<file path="src/rtl/add_sub_serial_if.sv">
// add_sub_serial_if: start/busy/done handshake and operand/result bus
// master drives start/a/b/control; slave returns busy/done/result/cout/ovf
interface add_sub_serial_if #(
  parameter int WIDTH = 8
);
  logic             start;
  logic [WIDTH-1:0] a;
  logic [WIDTH-1:0] b;
  logic             control;
  logic             busy;
  logic             done;
  logic [WIDTH-1:0] result;
  logic             cout;
  logic             ovf;

  modport master (
    output start, a, b, control,
    input  busy, done, result, cout, ovf
  );

  modport slave (
    input  start, a, b, control,
    output busy, done, result, cout, ovf
  );
endinterface

</file>
<file path="src/rtl/add_sub_serial.sv">
// add_sub_serial: digit-serial two's-complement add/sub, DIGIT bits per clk
// ports: clk, rst_n (async low), bus (slave); ADD_SUB_SATURATE_EN clamps on ovf
module add_sub_serial #(
  parameter int WIDTH = 8,
  parameter int DIGIT = 2
) (
  input logic            clk,
  input logic            rst_n,
  add_sub_serial_if.slave bus
);

  localparam int N  = WIDTH / DIGIT;
  localparam int CW = (N > 1) ? $clog2(N) : 1;
  localparam int SW = DIGIT + 1;

  typedef enum logic {
    IDLE,
    RUN
  } state_t;

  state_t           state_q, state_d;
  logic [WIDTH-1:0] a_q, a_d;
  logic [WIDTH-1:0] b_q, b_d;
  logic [WIDTH-1:0] acc_q, acc_d;
  logic [WIDTH-1:0] result_q, result_d;
  logic [CW-1:0]    cnt_q, cnt_d;
  logic             carry_q, carry_d;
  logic             cout_q, cout_d;
  logic             ovf_q, ovf_d;
  logic             done_q, done_d;

  logic [DIGIT:0]   sum;
  logic             cin_msb;
  logic             ovf_w;
  logic             last;

  assign sum = {1'b0, a_q[DIGIT-1:0]}
             + {1'b0, b_q[DIGIT-1:0]}
             + SW'(carry_q);

  // sum bit = a ^ b ^ cin, so the carry into the top bit
  // of this digit falls out without a second adder
  assign cin_msb = sum[DIGIT-1] ^ a_q[DIGIT-1] ^ b_q[DIGIT-1];
  assign ovf_w   = cin_msb ^ sum[DIGIT];
  assign last    = (cnt_q == CW'(N - 1));

  always_comb begin
    state_d  = state_q;
    a_d      = a_q;
    b_d      = b_q;
    acc_d    = acc_q;
    result_d = result_q;
    cnt_d    = cnt_q;
    carry_d  = carry_q;
    cout_d   = cout_q;
    ovf_d    = ovf_q;
    done_d   = 1'b0;

    unique case (state_q)
      IDLE: begin
        if (bus.start) begin
          state_d = RUN;
          a_d     = bus.a;
          b_d     = bus.b ^ {WIDTH{bus.control}};
          carry_d = bus.control;
          cnt_d   = '0;
          acc_d   = '0;
        end
      end
      RUN: begin
        acc_d   = WIDTH'({sum[DIGIT-1:0], acc_q} >> DIGIT);
        a_d     = a_q >> DIGIT;
        b_d     = b_q >> DIGIT;
        carry_d = sum[DIGIT];
        cnt_d   = cnt_q + CW'(1);
        if (last) begin
          state_d = IDLE;
          done_d  = 1'b1;
          cout_d  = sum[DIGIT];
          ovf_d   = ovf_w;
`ifdef ADD_SUB_SATURATE_EN
          // a_q[DIGIT-1] now holds the original sign of a
          if (ovf_w) begin
            result_d = a_q[DIGIT-1]
                     ? {1'b1, {(WIDTH-1){1'b0}}}
                     : {1'b0, {(WIDTH-1){1'b1}}};
          end else begin
            result_d = acc_d;
          end
`else
          result_d = acc_d;
`endif
        end
      end
      default: state_d = IDLE;
    endcase
  end

  always_ff @(posedge clk or negedge rst_n) begin
    if (!rst_n) begin
      state_q  <= IDLE;
      a_q      <= '0;
      b_q      <= '0;
      acc_q    <= '0;
      result_q <= '0;
      cnt_q    <= '0;
      carry_q  <= 1'b0;
      cout_q   <= 1'b0;
      ovf_q    <= 1'b0;
      done_q   <= 1'b0;
    end else begin
      state_q  <= state_d;
      a_q      <= a_d;
      b_q      <= b_d;
      acc_q    <= acc_d;
      result_q <= result_d;
      cnt_q    <= cnt_d;
      carry_q  <= carry_d;
      cout_q   <= cout_d;
      ovf_q    <= ovf_d;
      done_q   <= done_d;
    end
  end

  assign bus.busy   = (state_q == RUN);
  assign bus.done   = done_q;
  assign bus.result = result_q;
  assign bus.cout   = cout_q;
  assign bus.ovf    = ovf_q;

endmodule

</file>
<file path="src/flat_wrapper.sv">
// flat-port wrapper written by rule: the top's interface ports become plain ports
module add_sub_serial_flat 
#(
  parameter int WIDTH = 8,
  parameter int DIGIT = 2
)
  (clk, rst_n, bus_start, bus_a, bus_b, bus_control, bus_busy, bus_done, bus_result, bus_cout, bus_ovf);
  add_sub_serial_if #(.WIDTH(WIDTH)) bus_i ();
  input logic clk;
  input logic rst_n;
  input wire logic [$bits(bus_i.start)-1:0] bus_start;
  input wire logic [$bits(bus_i.a)-1:0] bus_a;
  input wire logic [$bits(bus_i.b)-1:0] bus_b;
  input wire logic [$bits(bus_i.control)-1:0] bus_control;
  output wire logic [$bits(bus_i.busy)-1:0] bus_busy;
  output wire logic [$bits(bus_i.done)-1:0] bus_done;
  output wire logic [$bits(bus_i.result)-1:0] bus_result;
  output wire logic [$bits(bus_i.cout)-1:0] bus_cout;
  output wire logic [$bits(bus_i.ovf)-1:0] bus_ovf;
  assign bus_i.start = bus_start;
  assign bus_i.a = bus_a;
  assign bus_i.b = bus_b;
  assign bus_i.control = bus_control;
  assign bus_busy = bus_i.busy;
  assign bus_done = bus_i.done;
  assign bus_result = bus_i.result;
  assign bus_cout = bus_i.cout;
  assign bus_ovf = bus_i.ovf;
  add_sub_serial #(.WIDTH(WIDTH), .DIGIT(DIGIT)) u_core (.clk(clk), .rst_n(rst_n), .bus(bus_i));
endmodule
</file>
<file path="config.mk">
export PLATFORM = sky130hd
export DESIGN_NAME = add_sub_serial_flat
export DESIGN_NICKNAME = d
export VERILOG_FILES = /design/src/rtl/add_sub_serial_if.sv /design/src/rtl/add_sub_serial.sv /design/src/flat_wrapper.sv
export SDC_FILE = /design/constraint.sdc
export NUM_CORES = 1
export LEC_CHECK = 0
export CORE_MARGIN = 10
export CORE_UTILIZATION = 26
export DETAILED_ROUTE_END_ITERATION = 10
export PLACE_DENSITY_LB_ADDON = 0.25
export SLEW_MARGIN = 20
export SYNTH_ARGS = -nofsm -noshare
export SYNTH_HDL_FRONTEND = slang
export SYNTH_SLANG_ARGS = --single-unit
</file>
<file path="constraint.sdc">
create_clock -name clk -period 2.2 [get_ports clk]
set_clock_uncertainty 0.15 [all_clocks]
set_input_delay 0.44 -clock clk [delete_from_list [all_inputs] [get_ports clk]]
set_output_delay 0.44 -clock clk [all_outputs]
set_load 0.02 [all_outputs]
</file>
==> reports/metrics.csv <==
metric,value,unit
drt drc,0,
synthesized instance count,133,
fin crit period,2.02,ns
GRT met3 Usage,0.0343,
Worst Path Buf+Inv,0,
maximum clock rate,0.494,GHz
post-route cell area,2130,um2
cell count after placement,235,
post-synth top area share,0.556,
synth cell count leaders,"dfrtp_1, mux2i_1, nand2_1, o21ai_0",
most crowded layer after global routing,met2,
number of warnings reported in the yosys synthesis log,0,
headroom to the max-slew limit,0.443,
"slowest stage delay, CP",0.49,ns
areal power density over the cells,1240,nW/um2
Core Footprint,6280,um2
mean area per synthesized cell,12.5,um2
worst-case setup slack after placement,0.165,ns
number of failing hold endpoints at the final stage,0,
Cell Rows,29,
vias in the first global route,1162,
Leak Pwr,0.000983,uW
number of cells traversed by the worst register-to-register path,5,
number of fillers in the final layout,645,
router iterations before antenna repair,2,
top-level I/O count,32,
last weighted congestion value of the routability-driven placer,0.693,
DPL Wire Length,2350,um
width of the die,100,um
clock sink count,37,
TritonCTS clock tree,done,
sequence of cells on the critical path,fa_1 > fa_1 > xnor2_1 > xnor2_1 > o21ai_0,
number of nets in the synthesized netlist,156,
arrival time at the worst endpoint,2.03,ns
sequential element share of the synthesized area,0.556,
"EDFF count, synth",0,
share of async-settable or async-resettable flops after synthesis,1.00,
Port Buffer Count,31,
Netlist cell types,21,
overall overflow remaining after global route,0,
layout cells sized above 1,0.109,
wire per inst,13.7,um
count of cells resized by post-cts repair,0,
number of antenna repair diodes,0,
die outline height,100,um
count of vias placed by the detailed router,1026,
number of design-rule violations left by the first detailed-router iteration,28,
number of synthesized register bits,37,
Max H-tree Level,2,
Worst path top cell family by delay,adder cells,
setup violation total in the final timing report,0,
post-cts hold buffer count,0,
most instantiated library cell after synthesis,dfrtp_1,
cell with the largest stage delay on the worst path,fa_1,
instance area after placement,2040,um2
Worst Setup Start Kind,register,
maximum number of pins on one net before global-route repair,43,
biggest area consumer among synthesized cells,dfrtp_1,
capturing point of the worst reg2reg path,u_core.bus.ovf,
top fanout value on the critical path,3,
overall global routing resource usage,0.0708,
setup repair after global routing missed its margin,no,
source-to-sink clock delay at the later pin of the worst-skew pair,0.28,ns
startpoint of the worst register-to-register path,u_core.carry_q,
global-route met2 utilization,0.103,
max-cap violation count,0,
register-to-register setup slack,0.18,ns
met1 track demand over resource,0.0916,
final clock period utilization by the worst path,0.919,
Post-synth top flop,dfrtp_1,
effective utilization at floorplan,0.265,
final worst slack,0.178,ns
sort of element at the end of the critical path,register,
maximum buffer depth of the clock tree,2,
status,"finished, final reports clean",
top cells by area in the synthesized netlist,"dfrtp_1, mux2i_1, mux2_4",
Area Overhead vs Synth,27.7,%
VDD IR max,443,uV
data required time of the critical path,2.21,ns
"Cell Count, Final, Fillers Out",242,
die area,10000,um2
path class of the lowest-slack min-delay path,input pin to asynchronous set/reset pin,
TritonCTS Buffers,5,
CP Class,register to register,
Max Transition Viols Final,0,
antenna violations before repair,0,
antenna-violating nets left,0,
clock root buffer,clkbuf_8,
via-per-instance ratio,4.24,
final routed wirelength across all metal layers,3330,um
clock transition at the registers of the reported paths,0.07,ns
number of nets in the layout,188,
Syn Std Cell Area,1660,um2
Setup Buffers After CTS,0,
slew at the pin with the worst max-slew slack,0.835,ns
sum of negative setup slack,0,ns
global-route wire length before repair,5750,um
## cell usage in the layout, fill, tap and decap left out
cell type,instances
dfrtp_1,37
clkdlybuf4s50_1,30
mux2i_1,17
nand2_1,16
o21ai_0,15
xor2_1,6
mux2_4,6
a22o_1,6
clkbuf_8,6
xnor2_1,5
nor2_1,5
inv_1,2
a211oi_1,2
mux2_2,2
fa_1,2
nand2_2,1
mux2_1,1
nand2b_1,1
ha_1,1
clkbuf_1,1
buf_2,1
buf_4,1
buf_12,1
## metal layers
layer / wire, um / share of wire
met4: 0 / 0
met2: 1450 / 0.44
met5: 0 / 0
met3: 258 / 0.078
met1: 1620 / 0.49
## cell families (layout without fill, tap and decap cells)
kind of cell / Yosys count / after routing / synth area share
flip-flops: 37 / 37 / 0.556
multiplexers: 26 / 26 / 0.177
AO/OA/AOI/OAI: 23 / 23 / 0.0857
AND/OR/NAND/NOR: 23 / 23 / 0.0549
XOR/XNOR: 11 / 11 / 0.0579
buffers and inverters: 10 / 42 / 0.0368
adder cells (fa/ha/maj): 3 / 3 / 0.0316
## worst max-delay path by stage
stage	start	to	slack [ns]	depth (start not counted)
2_1_floorplan	u_core.carry_q	u_core.bus.ovf	0.25	5
3_3_place_gp	u_core.carry_q	u_core.bus.ovf	0.20	5
3_5_place_dp	u_core.carry_q	u_core.bus.ovf	0.16	5
4_1_cts	u_core.carry_q	u_core.bus.ovf	0.15	5
5_1_grt	u_core.carry_q	u_core.bus.ovf	0.06	5
6_report	u_core.carry_q	u_core.bus.ovf	0.18	5
## state kept, by name, summed over array words and instances (netlist names)
signal,flops
u_core.bus.busy,1
u_core.bus.done,1
u_core.bus.ovf,1
u_core.bus.result,8
u_core.bus.cout,1
u_core.acc_q,6
u_core.a_q,8
u_core.carry_q,1
u_core.cnt_q,2
u_core.b_q,8
## report_power, final
part           internal [uW]  total, uW  leakage [uW]  switching, uW
Combinational            560       1050      0.000460            488
Sequential               946       1110      0.000479            163
Clock                    249        474     0.0000443            225
## area by class of cell
class / instances / area, um2 / share of cell area
clock buffer: 7 / 86.3 / 0.0406
inverter: 2 / 7.51 / 0.00353
multi-input combinational: 86 / 677 / 0.318
sequential: 37 / 926 / 0.436
tap: 77 / 96.3 / 0.0453
timing repair buffer: 33 / 333 / 0.157
## stage by stage
| step | hold WS [ns] | power (uW) | utilization |
|---|---|---|---|
| finish | 0.106 | 2630 | 0.339 |
| global route | 0.183 | 2840 | 0.339 |
| CTS | 0.142 | 2680 | 0.339 |
| detailed placement | 0.331 | 2200 | 0.325 |
| global placement | 0.310 | 2170 | 0.325 |
| floorplan | -0.00559 | 1840 | - |
No activity file was read; power rests on OpenSTA's default activity.
